### config.mk
export PLATFORM = sky130hd
export DESIGN_NAME = mano_icache_ctrl
export DESIGN_NICKNAME = d
export VERILOG_FILES = /design/src/rtl/mano_icache_ctrl_pkg.sv /design/src/rtl/mano_icache_ctrl_line_ram.sv /design/src/rtl/mano_icache_ctrl.sv
export SDC_FILE = /design/constraint.sdc
export NUM_CORES = 1
export LEC_CHECK = 0
export BUFFER_PORTS_ARGS = -buffer_cell sky130_fd_sc_hd__clkbuf_2
export CAP_MARGIN = 20
export CORE_ASPECT_RATIO = 0.9
export CORE_MARGIN = 2
export CORE_UTILIZATION = 38
export DETAILED_ROUTE_END_ITERATION = 8
export MAX_ROUTING_LAYER = met4
export PLACE_DENSITY = 0.68
export SLEW_MARGIN = 25
export SYNTH_ARGS = -nofsm -noshare
export SYNTH_HDL_FRONTEND = slang
export SYNTH_SLANG_ARGS = --single-unit
### constraint.sdc
create_clock -name mclk -period 3.85 [get_ports mclk]
set_clock_uncertainty 0.05 [all_clocks]
set_input_delay 0.385 -clock mclk [delete_from_list [all_inputs] [get_ports mclk]]
set_output_delay 0.385 -clock mclk [all_outputs]
set_load 0.01 [all_outputs]
### src/rtl/mano_icache_ctrl_pkg.sv
// Shared cache defaults and controller state encodings for the MANO cache slice.
// No logic; no latency or flow control of its own.
package mano_icache_ctrl_pkg;

  localparam int CACHE_ADDR_W = 12;
  localparam int CACHE_DATA_W = 16;
  localparam int CACHE_IDX_W  = 4;
  localparam int CACHE_CNT_W  = 16;

  localparam logic [1:0] CC_IDLE  = 2'd0;
  localparam logic [1:0] CC_FILL  = 2'd1;
  localparam logic [1:0] CC_WRITE = 2'd2;
  localparam logic [1:0] CC_FLUSH = 2'd3;

endpackage

### src/rtl/mano_icache_ctrl_line_ram.sv
// Tag+data line store: combinational read, write on the rising edge.
// No flow control; the controller owns valid bits and arbitration.
module cache_line_ram #(
  parameter int IDX_W  = 4,
  parameter int LINE_W = 24
) (
  input  logic              i_clk,
  input  logic              i_we,
  input  logic [IDX_W-1:0]  i_waddr,
  input  logic [LINE_W-1:0] i_wdat,
  input  logic [IDX_W-1:0]  i_raddr,
  output logic [LINE_W-1:0] o_rdat
);

  logic [LINE_W-1:0] r_mem [1<<IDX_W];

  always_ff @(posedge i_clk) begin
    if (i_we) begin
      r_mem[i_waddr] <= i_wdat;
    end
  end

  assign o_rdat = r_mem[i_raddr];

endmodule

### src/rtl/mano_icache_ctrl.sv
// Direct-mapped write-through, no-write-allocate cache: read hits ack in the same cycle,
// misses and writes hold the requester until the memory-side mem_ack completes.
module mano_icache_ctrl
  import mano_icache_ctrl_pkg::*;
#(
  parameter int ADDR_W = CACHE_ADDR_W,
  parameter int DATA_W = CACHE_DATA_W,
  parameter int IDX_W  = CACHE_IDX_W,
  parameter int CNT_W  = CACHE_CNT_W
) (
  input  logic              mclk,
  input  logic              mrst,
  input  logic              cpu_rd,
  input  logic              cpu_wr,
  input  logic [ADDR_W-1:0] cpu_addr,
  input  logic [DATA_W-1:0] cpu_wdata,
  output logic [DATA_W-1:0] cpu_rdata,
  output logic              cache_hit,
  input  logic              flush,
  output logic              flush_busy,
  output logic              mem_rd,
  output logic              mem_wr,
  output logic [ADDR_W-1:0] mem_addr,
  output logic [DATA_W-1:0] mem_wdata,
  input  logic [DATA_W-1:0] mem_rdata,
  input  logic              mem_ack,
  output logic [CNT_W-1:0]  hit_cnt,
  output logic [CNT_W-1:0]  miss_cnt
);

  localparam int TAG_W  = ADDR_W - IDX_W;
  localparam int LINE_W = TAG_W + DATA_W;
  localparam int LINES  = 1 << IDX_W;

  logic [1:0]        r_state;
  logic [LINES-1:0]  r_valid;
  logic [IDX_W-1:0]  r_flush_idx;
  logic              r_flush_pending;
  logic              r_mem_rd;
  logic              r_mem_wr;
  logic [ADDR_W-1:0] r_mem_addr;
  logic [DATA_W-1:0] r_mem_wdata;
  logic [CNT_W-1:0]  r_hit_cnt;
  logic [CNT_W-1:0]  r_miss_cnt;

  logic [IDX_W-1:0]  w_idx;
  logic [TAG_W-1:0]  w_tag;
  logic [LINE_W-1:0] w_line;
  logic              w_hit;
  logic              w_idle;
  logic              w_flush_go;
  logic              w_rd_hit;
  logic              w_wr_req;
  logic              w_fill_done;
  logic              w_wr_done;
  logic              w_ram_we;
  logic [IDX_W-1:0]  w_ram_waddr;
  logic [LINE_W-1:0] w_ram_wdat;

  assign w_idx  = cpu_addr[IDX_W-1:0];
  assign w_tag  = cpu_addr[ADDR_W-1:IDX_W];
  assign w_hit  = r_valid[w_idx] && (w_line[LINE_W-1:DATA_W] == w_tag);
  assign w_idle = (r_state == CC_IDLE);

  // A new or pending flush wins over any request presented in the same IDLE cycle.
  assign w_flush_go  = flush || r_flush_pending;
  assign w_rd_hit    = mrst && w_idle && !w_flush_go && cpu_rd && !cpu_wr && w_hit;
  assign w_wr_req    = mrst && w_idle && !w_flush_go && cpu_wr;
  assign w_fill_done = mrst && (r_state == CC_FILL) && mem_ack;
  assign w_wr_done   = mrst && (r_state == CC_WRITE) && mem_ack;

  assign cache_hit  = w_rd_hit || w_wr_done;
  assign cpu_rdata  = w_rd_hit ? w_line[DATA_W-1:0] : '0;
  assign flush_busy = (r_state == CC_FLUSH);
  assign mem_rd     = r_mem_rd;
  assign mem_wr     = r_mem_wr;
  assign mem_addr   = r_mem_addr;
  assign mem_wdata  = r_mem_wdata;
  assign hit_cnt    = r_hit_cnt;
  assign miss_cnt   = r_miss_cnt;

  // Fills install tag+data; write hits refresh data under the existing tag.
  assign w_ram_we    = w_fill_done || (w_wr_req && w_hit);
  assign w_ram_waddr = w_fill_done ? r_mem_addr[IDX_W-1:0] : w_idx;
  assign w_ram_wdat  = w_fill_done ? {r_mem_addr[ADDR_W-1:IDX_W], mem_rdata}
                                   : {w_tag, cpu_wdata};

  cache_line_ram #(
    .IDX_W  (IDX_W),
    .LINE_W (LINE_W)
  ) u_line_ram (
    .i_clk   (mclk),
    .i_we    (w_ram_we),
    .i_waddr (w_ram_waddr),
    .i_wdat  (w_ram_wdat),
    .i_raddr (w_idx),
    .o_rdat  (w_line)
  );

  always_ff @(posedge mclk) begin
    if (!mrst) begin
      r_state         <= CC_IDLE;
      r_valid         <= '0;
      r_flush_idx     <= '0;
      r_flush_pending <= 1'b0;
      r_mem_rd        <= 1'b0;
      r_mem_wr        <= 1'b0;
      r_mem_addr      <= '0;
      r_mem_wdata     <= '0;
      r_hit_cnt       <= '0;
      r_miss_cnt      <= '0;
    end else begin
      case (r_state)
        CC_IDLE: begin
          if (w_flush_go) begin
            r_state         <= CC_FLUSH;
            r_flush_idx     <= '0;
            r_flush_pending <= 1'b0;
          end else if (cpu_wr) begin
            r_mem_addr  <= cpu_addr;
            r_mem_wdata <= cpu_wdata;
            r_mem_wr    <= 1'b1;
            r_state     <= CC_WRITE;
          end else if (cpu_rd) begin
            if (w_hit) begin
              if (r_hit_cnt != '1) begin
                r_hit_cnt <= r_hit_cnt + CNT_W'(1);
              end
            end else begin
              r_mem_addr <= cpu_addr;
              r_mem_rd   <= 1'b1;
              r_state    <= CC_FILL;
              if (r_miss_cnt != '1) begin
                r_miss_cnt <= r_miss_cnt + CNT_W'(1);
              end
            end
          end
        end
        CC_FILL: begin
          if (flush) begin
            r_flush_pending <= 1'b1;
          end
          if (mem_ack) begin
            r_valid[r_mem_addr[IDX_W-1:0]] <= 1'b1;
            r_mem_rd <= 1'b0;
            r_state  <= CC_IDLE;
          end
        end
        CC_WRITE: begin
          if (flush) begin
            r_flush_pending <= 1'b1;
          end
          if (mem_ack) begin
            r_mem_wr <= 1'b0;
            r_state  <= CC_IDLE;
          end
        end
        CC_FLUSH: begin
          r_valid[r_flush_idx] <= 1'b0;
          r_flush_idx          <= r_flush_idx + IDX_W'(1);
          if (r_flush_idx == {IDX_W{1'b1}}) begin
            r_state <= CC_IDLE;
          end
        end
        default: r_state <= CC_IDLE;
      endcase
    end
  end

endmodule
==> reports/qor.txt, run 1 <==
Outcome: complete, no violations
PnR Total Power: 12.1 mW
Data required time of the worst path: 3.41 ns
Crit-path max cell delay: 0.42 ns
Critical path data arrival time: 3.23 ns
Setup TNS after final layout: 0 ns
Final WL: 47.7 mm
Number of antenna violations at the first check in global routing: 1
Number of enable flip-flop cells after synthesis: 384
Number of post-CTS setup repair buffers: 0
Transition at the pin with the smallest max-transition slack: 0.907 ns
Number of clock buffers inserted by TritonCTS: 50
Clock tree from TritonCTS: done
Starting DRT DRC Count: 1155
Clock slew at reported path FFs: 0.06 ns
Pins Over Slew Limit: 0
HPWL after detailed placement: 29.7 mm
Number of standard cells after synthesis: 1177
Final net count: 1428
Critical setup path kind: reg2out
Count of vias placed by the detailed router: 11400
Clock insertion delay at the later pin of the skew report: 0.61 ns
WL/cell: 22.8 um
RD Place Congestion: 0.830
Residual overflow from global routing: 0
Post-Synthesis Net Count: 1237
Via count of the first global-routing pass: 11500
# clock sinks: 469
CP endpoint kind: output pin
Share of the synthesized area in the top cell type: 59.3%
I/O pin total: 130
Initial core utilization: 38.5%
Routed via count divided by cell count: 5.44
H-tree levels: 2
Post-DRT Antenna Nets: 0
Count of filler cells inserted in the layout: 4295
RSZ-0062 raised after global routing: no
Worst-path cell with the longest stage delay: a2111oi_2
VDD IR max: 354 uV
Die W: 242 um
Distinct cells, synth: 64
Reported max-cap violation count: 0
Longest Clk Path Bufs: 3
Library cell occupying the most area in the post-synthesis netlist: edfxtp_1
Shortest clock period the worst path allows after layout: 3.66 ns
Cell repeated most along the worst path: nor2b_1
Worst hold stages: 3
Period utilization: 95.2%
CP Cell Sequence: nor2b_1 > a2111oi_2 > nor4_2 > buf_4 > mux2i_1 > o211ai_2 > nor3_4 > nand3_1 > buf_12 > nor2b_1 > clkbuf_2
Maximum number of pins on one net before global-route repair: 66
Kind of start point of the critical path: register
Worst max-slew margin expressed relative to the limit: 39.5%
Hold WC Path Type: in2reg
Count of final hold-check violations: 0
Main area contributors after synthesis: edfxtp_1, mux4_2, dfxtp_1
Pleak: 7.93 nW
Prevailing post-synth register cell: edfxtp_1
Share of synthesized registers carrying an async set or reset: 0%
GR Util All Layers: 18.5%
Floorplan Core Area: 50500 sq um
Number of setup violations in the final report: 0
Die area: 53000 sq um
Count of TritonRoute iterations in the first routing pass: 5
Synth Cell Area: 19400 sq um
Number of input and output port buffers inserted: 129
Area grow syn2layout: 20.0%
DRC Markers: 0
Power density over cell area: 520 nW/um^2
Sequential area share after synthesis: 68.0%
Maximum fanout along the worst path: 16
Syn_area_per_cell: 16.5 sq um
Buffer cell driving the clock tree root: clkbuf_16
Global-route wire length before repair: 71.4 mm
Worst Reg-to-Reg Cells: 11
Peak clock frequency supported by timing: 273 MHz
Die Ht: 219 um
Synth warn: 0
Share of layout cells above drive strength 1: 31.4%
Std-Cell Rows: 78
Flip-flop and latch count after synthesis: 469
Post-route worst hold slack: 0.0510 ns
## cell usage in the layout, fill, tap and decap left out, types with 5 or more instances in the layout
cell / count
nand4_1: 8
nor2_1: 31
dfxtp_1: 85
ha_1: 10
nand3_1: 19
nand2b_1: 18
nor2_2: 16
nor2b_1: 19
nand2_1: 102
clkbuf_16: 50
o21ai_0: 15
bufinv_16: 11
mux2i_1: 57
nor3_1: 13
clkinv_2: 5
a21oi_1: 39
and2_1: 5
a31oi_1: 10
mux2_2: 25
clkinvlp_4: 7
edfxtp_1: 384
nor2b_2: 5
o31ai_1: 9
dlygate4sd3_1: 15
inv_1: 16
a22oi_1: 23
clkbuf_2: 126
mux4_2: 104
and3_1: 9
buf_4: 42
buf_12: 17
or4_1: 8
and4_1: 8
clkinv_1: 8
## worst paths after layout
| check | endpoint | startpoint | slack [ns] |
|---|---|---|---|
| worst min-delay path | mem_addr[4]$_SDFFE_PN0P_ | cpu_addr[4] | 0.05 |
| worst min register to register | mem_wdata[11]$_SDFFE_PN0P_ | mem_wdata[11]$_SDFFE_PN0P_ | 0.41 |
| worst max register to register | u_line_ram.r_mem[13][15]$_DFFE_PP_ | u_line_ram.r_mem[2][22]$_DFFE_PP_ | 0.56 |
| worst max-delay path | cpu_rdata[13] | u_line_ram.r_mem[2][22]$_DFFE_PP_ | 0.19 |
## per-stage QoR
| step | cells | cell area (sq um) | utilization (%) | setup slack (ns) |
|---|---|---|---|---|
| finish | 2091 | 23300 | 46.2 | 0.187 |
| global route | 2091 | 23300 | 46.2 | 0.00237 |
| CTS | 2090 | 23300 | 46.1 | 0.0197 |
| detailed placement | 1981 | 21300 | 42.2 | -0.0899 |
| global placement | 1981 | 21300 | 42.2 | -0.0497 |
| floorplan | 1177 | 19400 | - | -0.0422 |
## cell usage after synthesis, types with 3 or more instances
library cell	count
edfxtp_1	384
mux4_2	104
nand2_1	102
dfxtp_1	85
mux2i_1	57
nor2_1	47
a21oi_1	39
clkbuf_1	37
mux2_2	25
nor2b_1	24
a22oi_1	23
nand3_1	20
nand2b_1	18
inv_1	16
o21ai_0	15
nor3_1	13
buf_2	11
a31oi_1	10
ha_1	10
and3_1	9
buf_6	9
o31ai_1	9
and4_1	8
nand4_1	8
or4_1	8
and2_1	5
xnor2_1	5
buf_4	4
nor4_1	4
o211a_1	4
o41ai_1	4
or2_2	4
or3_1	4
xor2_1	4
a21o_1	3
a32oi_1	3
and4b_1	3
nor3b_1	3
o311ai_0	3
## final cells by class
| type | instances | area, sq um | area share [%] |
|---|---|---|---|
| diodes | 1 | 2.50 | 0.0107 |
| clock buffers | 53 | 1260 | 5.41 |
| clock inverters | 41 | 562 | 2.41 |
| inverters | 17 | 63.8 | 0.274 |
| multi-input cells | 628 | 5900 | 25.3 |
| flip-flops and latches | 469 | 13200 | 56.7 |
| well taps | 680 | 851 | 3.65 |
| repair buffers | 202 | 1450 | 6.23 |
## layer usage
layer / global-route usage [%] / vias up / wire, um
met2: 29.0 / 392 / 22800
met3: 4.05 / 75 / 3400
met1: 24.4 / 5842 / 20500
met4: 5.25 / 0 / 1070
li1: - / 5067 / -
met5: - / - / 0
## flip-flops by register name (all words and copies together), names as in the netlist, 2 cells and up
register and cells:
hit_cnt 16, mem_addr 12, mem_wdata 16, miss_cnt 16, r_flush_idx 4, r_state 2, r_valid 16, u_line_ram.r_mem 384
## timing repair
item,4_1_cts,5_1_grt
gates resized for setup,0,15
endpoints found under the hold margin,15,0
hold buffers,15,0
setup endpoints to repair,0,16
## logic make-up after synthesis
group | share of synthesized area (%)
flops | 68.0
fa+ha+maj | 0.643
compound gates | 4.82
simple gates | 7.49
mux | 16.6
xor+xnor | 0.405
buf+inv | 2.04
## where the power goes
| group | switching (mW) | total, mW | leakage (nW) | internal (mW) |
|---|---|---|---|---|
| registers | 0.0849 | 5.74 | 4.14 | 5.66 |
| logic | 0.697 | 1.12 | 2.92 | 0.423 |
| clock network | 2.12 | 5.28 | 0.863 | 3.16 |
## worst max-delay path: cells and delay by family (launching register included)
family / cells / cell delay (ns)
flops: 1 / 0.37
buf+inv: 3 / 0.57
compound gates: 2 / 0.61
simple gates: 5 / 0.87
mux: 1 / 0.22
Note: power is estimated with default switching activity, not from simulation.
==> run 2: changes to the inputs <==
--- a/config.mk
+++ b/config.mk
@@ -5,6 +5,7 @@
 export SDC_FILE = /design/constraint.sdc
 export NUM_CORES = 1
 export LEC_CHECK = 0
+export ABC_AREA = 1
 export BUFFER_PORTS_ARGS = -buffer_cell sky130_fd_sc_hd__clkbuf_2
 export CAP_MARGIN = 20
 export CORE_ASPECT_RATIO = 0.9
==> run 2 against run 1 <==
Net effect: largest power group unchanged; critical path type unchanged; flip-flop and latch count stayed put; largest cell class unchanged; first-iteration DRC count is 45% higher; die area is 3.6% higher.
==> reports/qor.txt, run 2 <==
Synth Cell Area: 20200 sq um (+3.7%)
Register ranked first by flip-flop count: u_line_ram.r_mem
Share of synthesized area spent on multiplexers: 0.893% (-16 points)
DRC Markers: 0 (unchanged)
Final WL: 54.4 mm (+14%)
Synth warn: 0 (unchanged)
VDD IR max: 317 uV (-10%)
Pleak: 8.69 nW (+9.7%)
Critical path data arrival time: 3.05 ns (-0.18 ns)
Diode count: 0 (-1)
Outcome: complete, no violations
Transition at the pin with the smallest max-transition slack: 0.834 ns (-0.0739 ns)
Most frequent cells after synthesis: nand2_1, edfxtp_1, nor2_1
H-tree levels: 2 (unchanged)
Area of all placed cells without fillers: 23600 sq um (+1.3%)
Clock insertion delay at the later pin of the skew report: 0.59 ns (-0.02 ns)
Die area: 54900 sq um (+3.6%)
Number of setup violations in the final report: 0 (unchanged)
Worst Reg-to-Reg Cells: 8 (-3)
Residual overflow from global routing: 0 (unchanged)
Number of antenna violations at the first check in global routing: 0 (-1)
Period utilization: 90.6% (-4.5 points)
I/O pin total: 130 (unchanged)
Dominant combinational cell family by area after synthesis: simple AND/OR/NAND/NOR gates
Distinct cells, synth: 42 (-34%)
HPWL after detailed placement: 34.6 mm (+16%)
Crit-path max cell delay: 0.38 ns (-0.04 ns)
Endpoint of the most critical register-to-register path: u_line_ram.r_mem[3][22]$_DFFE_PP_
Critical setup path kind: reg2out
Reported max-cap violation count: 0 (unchanged)
Longest Clk Path Bufs: 3 (unchanged)
Number of input and output port buffers inserted: 129 (unchanged)
Kind of start point of the critical path: register
Global-route wire length before repair: 82.7 mm (+16%)
Count of TritonRoute iterations in the first routing pass: 7 (+2)
Floorplan Core Area: 52800 sq um (+4.5%)
Std-Cell Rows: 80 (+2.6%)
Hold WC Path Type: in2reg
WL/cell: 19.6 um (-14%)
Initial core utilization: 38.2% (-0.32 points)
Beginning of the worst register-to-register path: r_state[1]$_SDFFE_PN0P_
Worst hold stages: 3 (unchanged)
Maximum fanout along the worst path: 16 (unchanged)
Count of vias placed by the detailed router: 15000 (+32%)
Die W: 247 um (+1.8%)
Number of clock buffers inserted by TritonCTS: 48 (-4.0%)
End point of the worst hold path: mem_wdata[4]$_SDFFE_PN0P_
Sequential area share after synthesis: 65.6% (-2.4 points)
Worst max-slew margin expressed relative to the limit: 43.8% (+4.3 points)
Pins Over Slew Limit: 0 (unchanged)
Hold wc startpoint: cpu_wdata[4]
Xor and xnor area share after synthesis: 0.912% (+0.51 points)
Post-detailed-placement cell area: 21800 sq um (+2.5%)
Syn_area_per_cell: 10.7 sq um (-35%)
Maximum number of pins on one net before global-route repair: 73 (+11%)
Flip-flop and latch count after synthesis: 469 (unchanged)
Final net count: 2095 (+47%)
Die Ht: 223 um (+1.8%)
Data required time of the worst path: 3.41 ns (about the same)
Number of standard cells after synthesis: 1889 (+60%)
Buffer cell driving the clock tree root: clkbuf_16
GR Util All Layers: 20.1% (+1.6 points)
Library cell occupying the most area in the post-synthesis netlist: edfxtp_1
Area grow syn2layout: 17.2%
Clock tree from TritonCTS: done
Peak clock frequency supported by timing: 287 MHz (+5.0%)
Worst-path cell with the longest stage delay: edfxtp_1
Starting DRT DRC Count: 1670 (+45%)
Count of final hold-check violations: 0 (unchanged)
Clock slew at reported path FFs: 0.06 ns (about the same)
Power density over cell area: 513 nW/um^2 (-1.4%)
Prevailing post-synth register cell: edfxtp_1
Number of enable flip-flop cells after synthesis: 384 (unchanged)
Shortest clock period the worst path allows after layout: 3.49 ns (-0.175 ns)
Post-DRT Antenna Nets: 0 (unchanged)
RSZ-0062 raised after global routing: no
Post-synthesis simple-gate area fraction: 15.8% (+8.3 points)
Share of the synthesized area in the top cell type: 57.2% (-2.1 points)
Post-Synthesis Net Count: 1949 (+58%)
Main area contributors after synthesis: edfxtp_1, dfxtp_1, nand2_1
Most common cell in the synthesized netlist: nand2_1
Routed via count divided by cell count: 5.43 (-0.23%)
Cell repeated most along the worst path: nand3_1
Most frequent standard cell in the layout excluding fill and tap cells: nand2_1
Number of flip-flops in the largest register: 384 (unchanged)
Leading cell types in the layout, fill and taps excluded: nand2_1, edfxtp_1, nor2_1
Share of synthesized registers carrying an async set or reset: 0% (unchanged)
Share of layout cells above drive strength 1: 15.6% (-16 points)
Post-synthesis adder-cell area fraction: 0.620% (-0.023 points)
Flop-to-flop setup slack: 0.72 ns (+0.16 ns)
# clock sinks: 469 (unchanged)
Via count of the first global-routing pass: 14300 (+25%)
CP Cell Sequence: nor2_1 > nor2_1 > o21ai_0 > nand3_1 > nand3_1 > nand3_1 > nand2_1 > nand2_1 > nor2_2 > nand2_4 > nor2_8 > nand3_4 > buf_12 > a21oi_1 > clkbuf_2
RD Place Congestion: 0.913 (+10%)
CP endpoint kind: output pin
Area fraction in compound gates after synthesis: 11.4% (+6.6 points)
Setup TNS after final layout: 0 ns (unchanged)
Finished Core Util: 44.8% (-1.4 points)
-- run 2: worst max-delay path by stage --
stage	startpoint	endpoint	slack (ns)	depth (start not counted)
6_report	u_line_ram.r_mem[6][18]$_DFFE_PP_	cpu_rdata[0]	0.36	15
5_1_grt	cpu_addr[0]	cpu_rdata[4]	0.07	19
4_1_cts	u_line_ram.r_mem[6][18]$_DFFE_PP_	cpu_rdata[15]	0.16	14
3_5_place_dp	cpu_addr[0]	cpu_rdata[15]	0.18	18
3_3_place_gp	cpu_addr[0]	cpu_rdata[15]	0.20	18
2_1_floorplan	cpu_addr[1]	u_line_ram.r_mem[0][0]$_DFFE_PP_	0.49	15
-- run 2: power by group --
group          internal (mW)  leakage, nW  switching (mW)
clock                   2.92        0.797            1.95
sequential              5.71         4.14          0.0920
combinational          0.405         3.76            1.04
total                   9.04         8.69            3.08
-- run 2: critical path: cells and delay by family, from the launching register on --
family	cells	cell delay, ns
and+or+nand+nor	11	1.40
DFF	1	0.38
buffers and inverters	2	0.37
AOI/OAI and AO/OA	2	0.31
-- run 2: layout make-up --
type / count / area [sq um]
clock inverter: 27 / 350
fill: 4820 / 29100
sequential: 469 / 13200
tap: 697 / 872
multi-input combinational: 1196 / 6120
timing repair buffer: 204 / 1320
inverter: 116 / 443
clock buffer: 63 / 1300
-- run 2: cells by family (layout without fill, tap and decap cells) --
group / count (synthesis) / after routing
AOI/OAI and AO/OA: 389 / 389
xor gates and xnor gates: 21 / 21
adders and majority gates: 10 / 10
buffers and inverters: 224 / 410
DFF: 469 / 469
muxes: 16 / 16
and+or+nand+nor: 760 / 760
-- run 2: timing repair --
item	in CTS	in global routing
resized for setup	0	3
endpoints found under the hold margin	12	0
buffers inserted	0	2
endpoints found under the setup margin	0	10
hold buffers	12	0
-- run 2: per-stage QoR --
step	hold WS (ns)	setup slack, ns	total power [mW]	cells
6_report	0.0465	0.361	12.1	2772
3_3_place_gp	0.421	0.195	7.30	2668
2_1_floorplan	0.401	0.490	6.78	1889
4_1_cts	0.000876	0.162	12.2	2770
3_5_place_dp	0.422	0.175	7.33	2668
5_1_grt	0.0505	0.0677	12.6	2772
-- run 2: per-layer routing --
layer / track usage (%) / routed length [um] / vias up
met5: - / 0 / -
met4: 6.63 / 1390 / 0
met3: 3.67 / 4380 / 81
met2: 30.7 / 25100 / 661
met1: 27.1 / 23500 / 7315
li1: - / - / 6989
==> run 3: changes to the inputs <==
--- a/config.mk
+++ b/config.mk
@@ -13,7 +13,7 @@
 export CORE_UTILIZATION = 38
 export DETAILED_ROUTE_END_ITERATION = 8
 export MAX_ROUTING_LAYER = met4
-export PLACE_DENSITY = 0.68
+export PLACE_DENSITY_LB_ADDON = 0.25
 export SLEW_MARGIN = 25
 export SYNTH_ARGS = -nofsm -noshare
 export SYNTH_HDL_FRONTEND = slang
==> run 3 against run 2 <==
Net effect: core utilization barely moved; via count shrank 0.84%; first-iteration DRC count fell by 19%; power decreased by 1.3%; final cell count down 0.36%; wire length up 4.8%; critical path depth down 5; critical path type unchanged; largest cell class unchanged; largest power group unchanged.
==> reports/qor.txt, run 3 (synthesis gave the netlist of run 2 again) <==
Clock tree from TritonCTS: done
# clock sinks: 469 (unchanged)
Share of layout cells above drive strength 1: 15.3% (-0.30 points)
Register ranked first by flip-flop count: u_line_ram.r_mem
H-tree levels: 2 (unchanged)
Critical setup path kind: reg2out
CP endpoint kind: output pin
RSZ-0062 raised after global routing: no
End point of the worst hold path: mem_wdata[6]$_SDFFE_PN0P_
WL/cell: 20.6 um (+5.1%)
Leading cell types in the layout, fill and taps excluded: nand2_1, edfxtp_1, nor2_1, a21oi_1, clkbuf_2
Shortest clock period the worst path allows after layout: 3.59 ns (+0.0983 ns)
Post-DRT Antenna Nets: 0 (unchanged)
Clock slew at reported path FFs: 0.06 ns (about the same)
Period utilization: 93.2% (+2.6 points)
Flop-to-flop setup slack: 0.64 ns (-0.08 ns)
Final net count: 2090 (-0.24%)
Count of final hold-check violations: 0 (unchanged)
Via count of the first global-routing pass: 14700 (+2.9%)
Final WL: 57.0 mm (+4.8%)
Maximum number of pins on one net before global-route repair: 97 (+33%)
Hold WC Path Type: in2reg
Residual overflow from global routing: 0 (unchanged)
HPWL after detailed placement: 34.3 mm (-0.74%)
Number of clock buffers inserted by TritonCTS: 48 (unchanged)
Count of TritonRoute iterations in the first routing pass: 6 (-1)
Die Ht: 223 um (unchanged)
Worst Reg-to-Reg Cells: 16 (+8)
Most frequent standard cell in the layout excluding fill and tap cells: nand2_1
PnR Total Power: 12.0 mW (-1.3%)
Number of antenna violations at the first check in global routing: 2 (+2)
Kind of start point of the critical path: register
Endpoint of the most critical register-to-register path: u_line_ram.r_mem[11][20]$_DFFE_PP_
Area grow syn2layout: 17.1% (about the same)
Hold wc startpoint: cpu_wdata[6]
Number of flip-flops in the largest register: 384 (unchanged)
Routed via count divided by cell count: 5.40 (-0.48%)
Floorplan Core Area: 52800 sq um (unchanged)
Number of input and output port buffers inserted: 129 (unchanged)
RD Place Congestion: 0.872 (-4.4%)
Die area: 54900 sq um (unchanged)
Die W: 247 um (unchanged)
Buffer cell driving the clock tree root: clkbuf_16
Reported max-cap violation count: 0 (unchanged)
Pleak: 8.65 nW (-0.46%)
Count of vias placed by the detailed router: 14900 (-0.84%)
Pins Over Slew Limit: 0 (unchanged)
Beginning of the worst register-to-register path: u_line_ram.r_mem[1][19]$_DFFE_PP_
Outcome: complete, no violations
Transition at the pin with the smallest max-transition slack: 0.748 ns (-0.0855 ns)
Clock insertion delay at the later pin of the skew report: 0.60 ns (about the same)
Maximum fanout along the worst path: 16 (unchanged)
VDD IR max: 326 uV (+2.8%)
Worst max-slew margin expressed relative to the limit: 50.1% (+6.3 points)
I/O pin total: 130 (unchanged)
Number of setup violations in the final report: 0 (unchanged)
Starting DRT DRC Count: 1357 (-19%)
Count of filler cells inserted in the layout: 4938 (+2.4%)
Data required time of the worst path: 3.41 ns (about the same)
Critical path data arrival time: 3.15 ns (+0.10 ns)
Std-Cell Rows: 80 (unchanged)
Global-route wire length before repair: 87.6 mm (+6.0%)
Setup TNS after final layout: 0 ns (unchanged)
Power density over cell area: 507 nW/um^2 (-1.2%)
GR Util All Layers: 21.3% (+1.2 points)
Worst hold stages: 3 (unchanged)
Peak clock frequency supported by timing: 279 MHz (-2.7%)
Longest Clk Path Bufs: 3 (unchanged)
Initial core utilization: 38.2% (unchanged)
DRC Markers: 0 (unchanged)
run 3: through the flow:
step                area, sq um  hold WS [ns]  cells  setup WS, ns  utilization (%)
CTS                       23600       0.00143   2760        0.0651             44.7
global route              23600        0.0237   2762        0.0335             44.8
floorplan                 20200         0.401   1889         0.490                -
detailed placement        21900         0.430   2666        0.0808             41.6
finish                    23600        0.0202   2762         0.263             44.8
global placement          21900         0.418   2666         0.146             41.5
run 3: power by group:
group	internal, mW	total (mW)	switching, mW
clock	2.72	4.68	1.96
sequential	5.71	5.81	0.0944
combinational	0.419	1.47	1.05
run 3: worst max-delay path, stage by stage, from the launching register on:
cell and delay, ns:
dfxtp_1 0.34, inv_1 0.09, ha_1 0.40, inv_1 0.17
nor2_1 0.32, inv_1 0.15, nor2_1 0.34, nand3_4 0.13
buf_12 0.20, a21oi_1 0.21, clkbuf_2 0.18
run 3: area by class of cell:
cell class	count	area [sq um]	area share, %
Antenna cell	1	2.50	0.0106
Clock buffer	56	1250	5.30
Clock inverter	28	295	1.25
Inverter	116	443	1.88
Multi-Input combinational cell	1196	6130	25.9
Sequential cell	469	13200	56.0
Tap cell	697	872	3.69
Timing Repair Buffer	199	1390	5.90
run 3: repair_timing:
action                                  in CTS  in global routing
cloned                                       0                  0
endpoints found under the hold margin       10                  0
hold buffers                                10                  0
endpoints found under the setup margin       1                 17
gates resized for setup                      1                  1
buffers inserted                             0                  1
run 3: worst max path at each step:
stage	start	end	slack (ns)	depth (start not counted)
2_1_floorplan	cpu_addr[1]	u_line_ram.r_mem[0][0]$_DFFE_PP_	0.49	15
3_3_place_gp	cpu_addr[1]	cpu_rdata[13]	0.15	15
3_5_place_dp	cpu_addr[2]	cpu_rdata[13]	0.08	15
4_1_cts	r_state[0]$_SDFFE_PN0P_	cpu_rdata[13]	0.07	9
5_1_grt	u_line_ram.r_mem[2][20]$_DFFE_PP_	cpu_rdata[4]	0.03	15
6_report	r_state[0]$_SDFFE_PN0P_	cpu_rdata[4]	0.26	10
run 3: routing by layer:
layer	track usage [%]	part of all wire, %	vias up
met2	32.2	45	605
met4	6.88	2.8	0
met5	-	0	-
li1	-	-	6964
met1	29.5	45	7247
met3	3.37	7.5	104
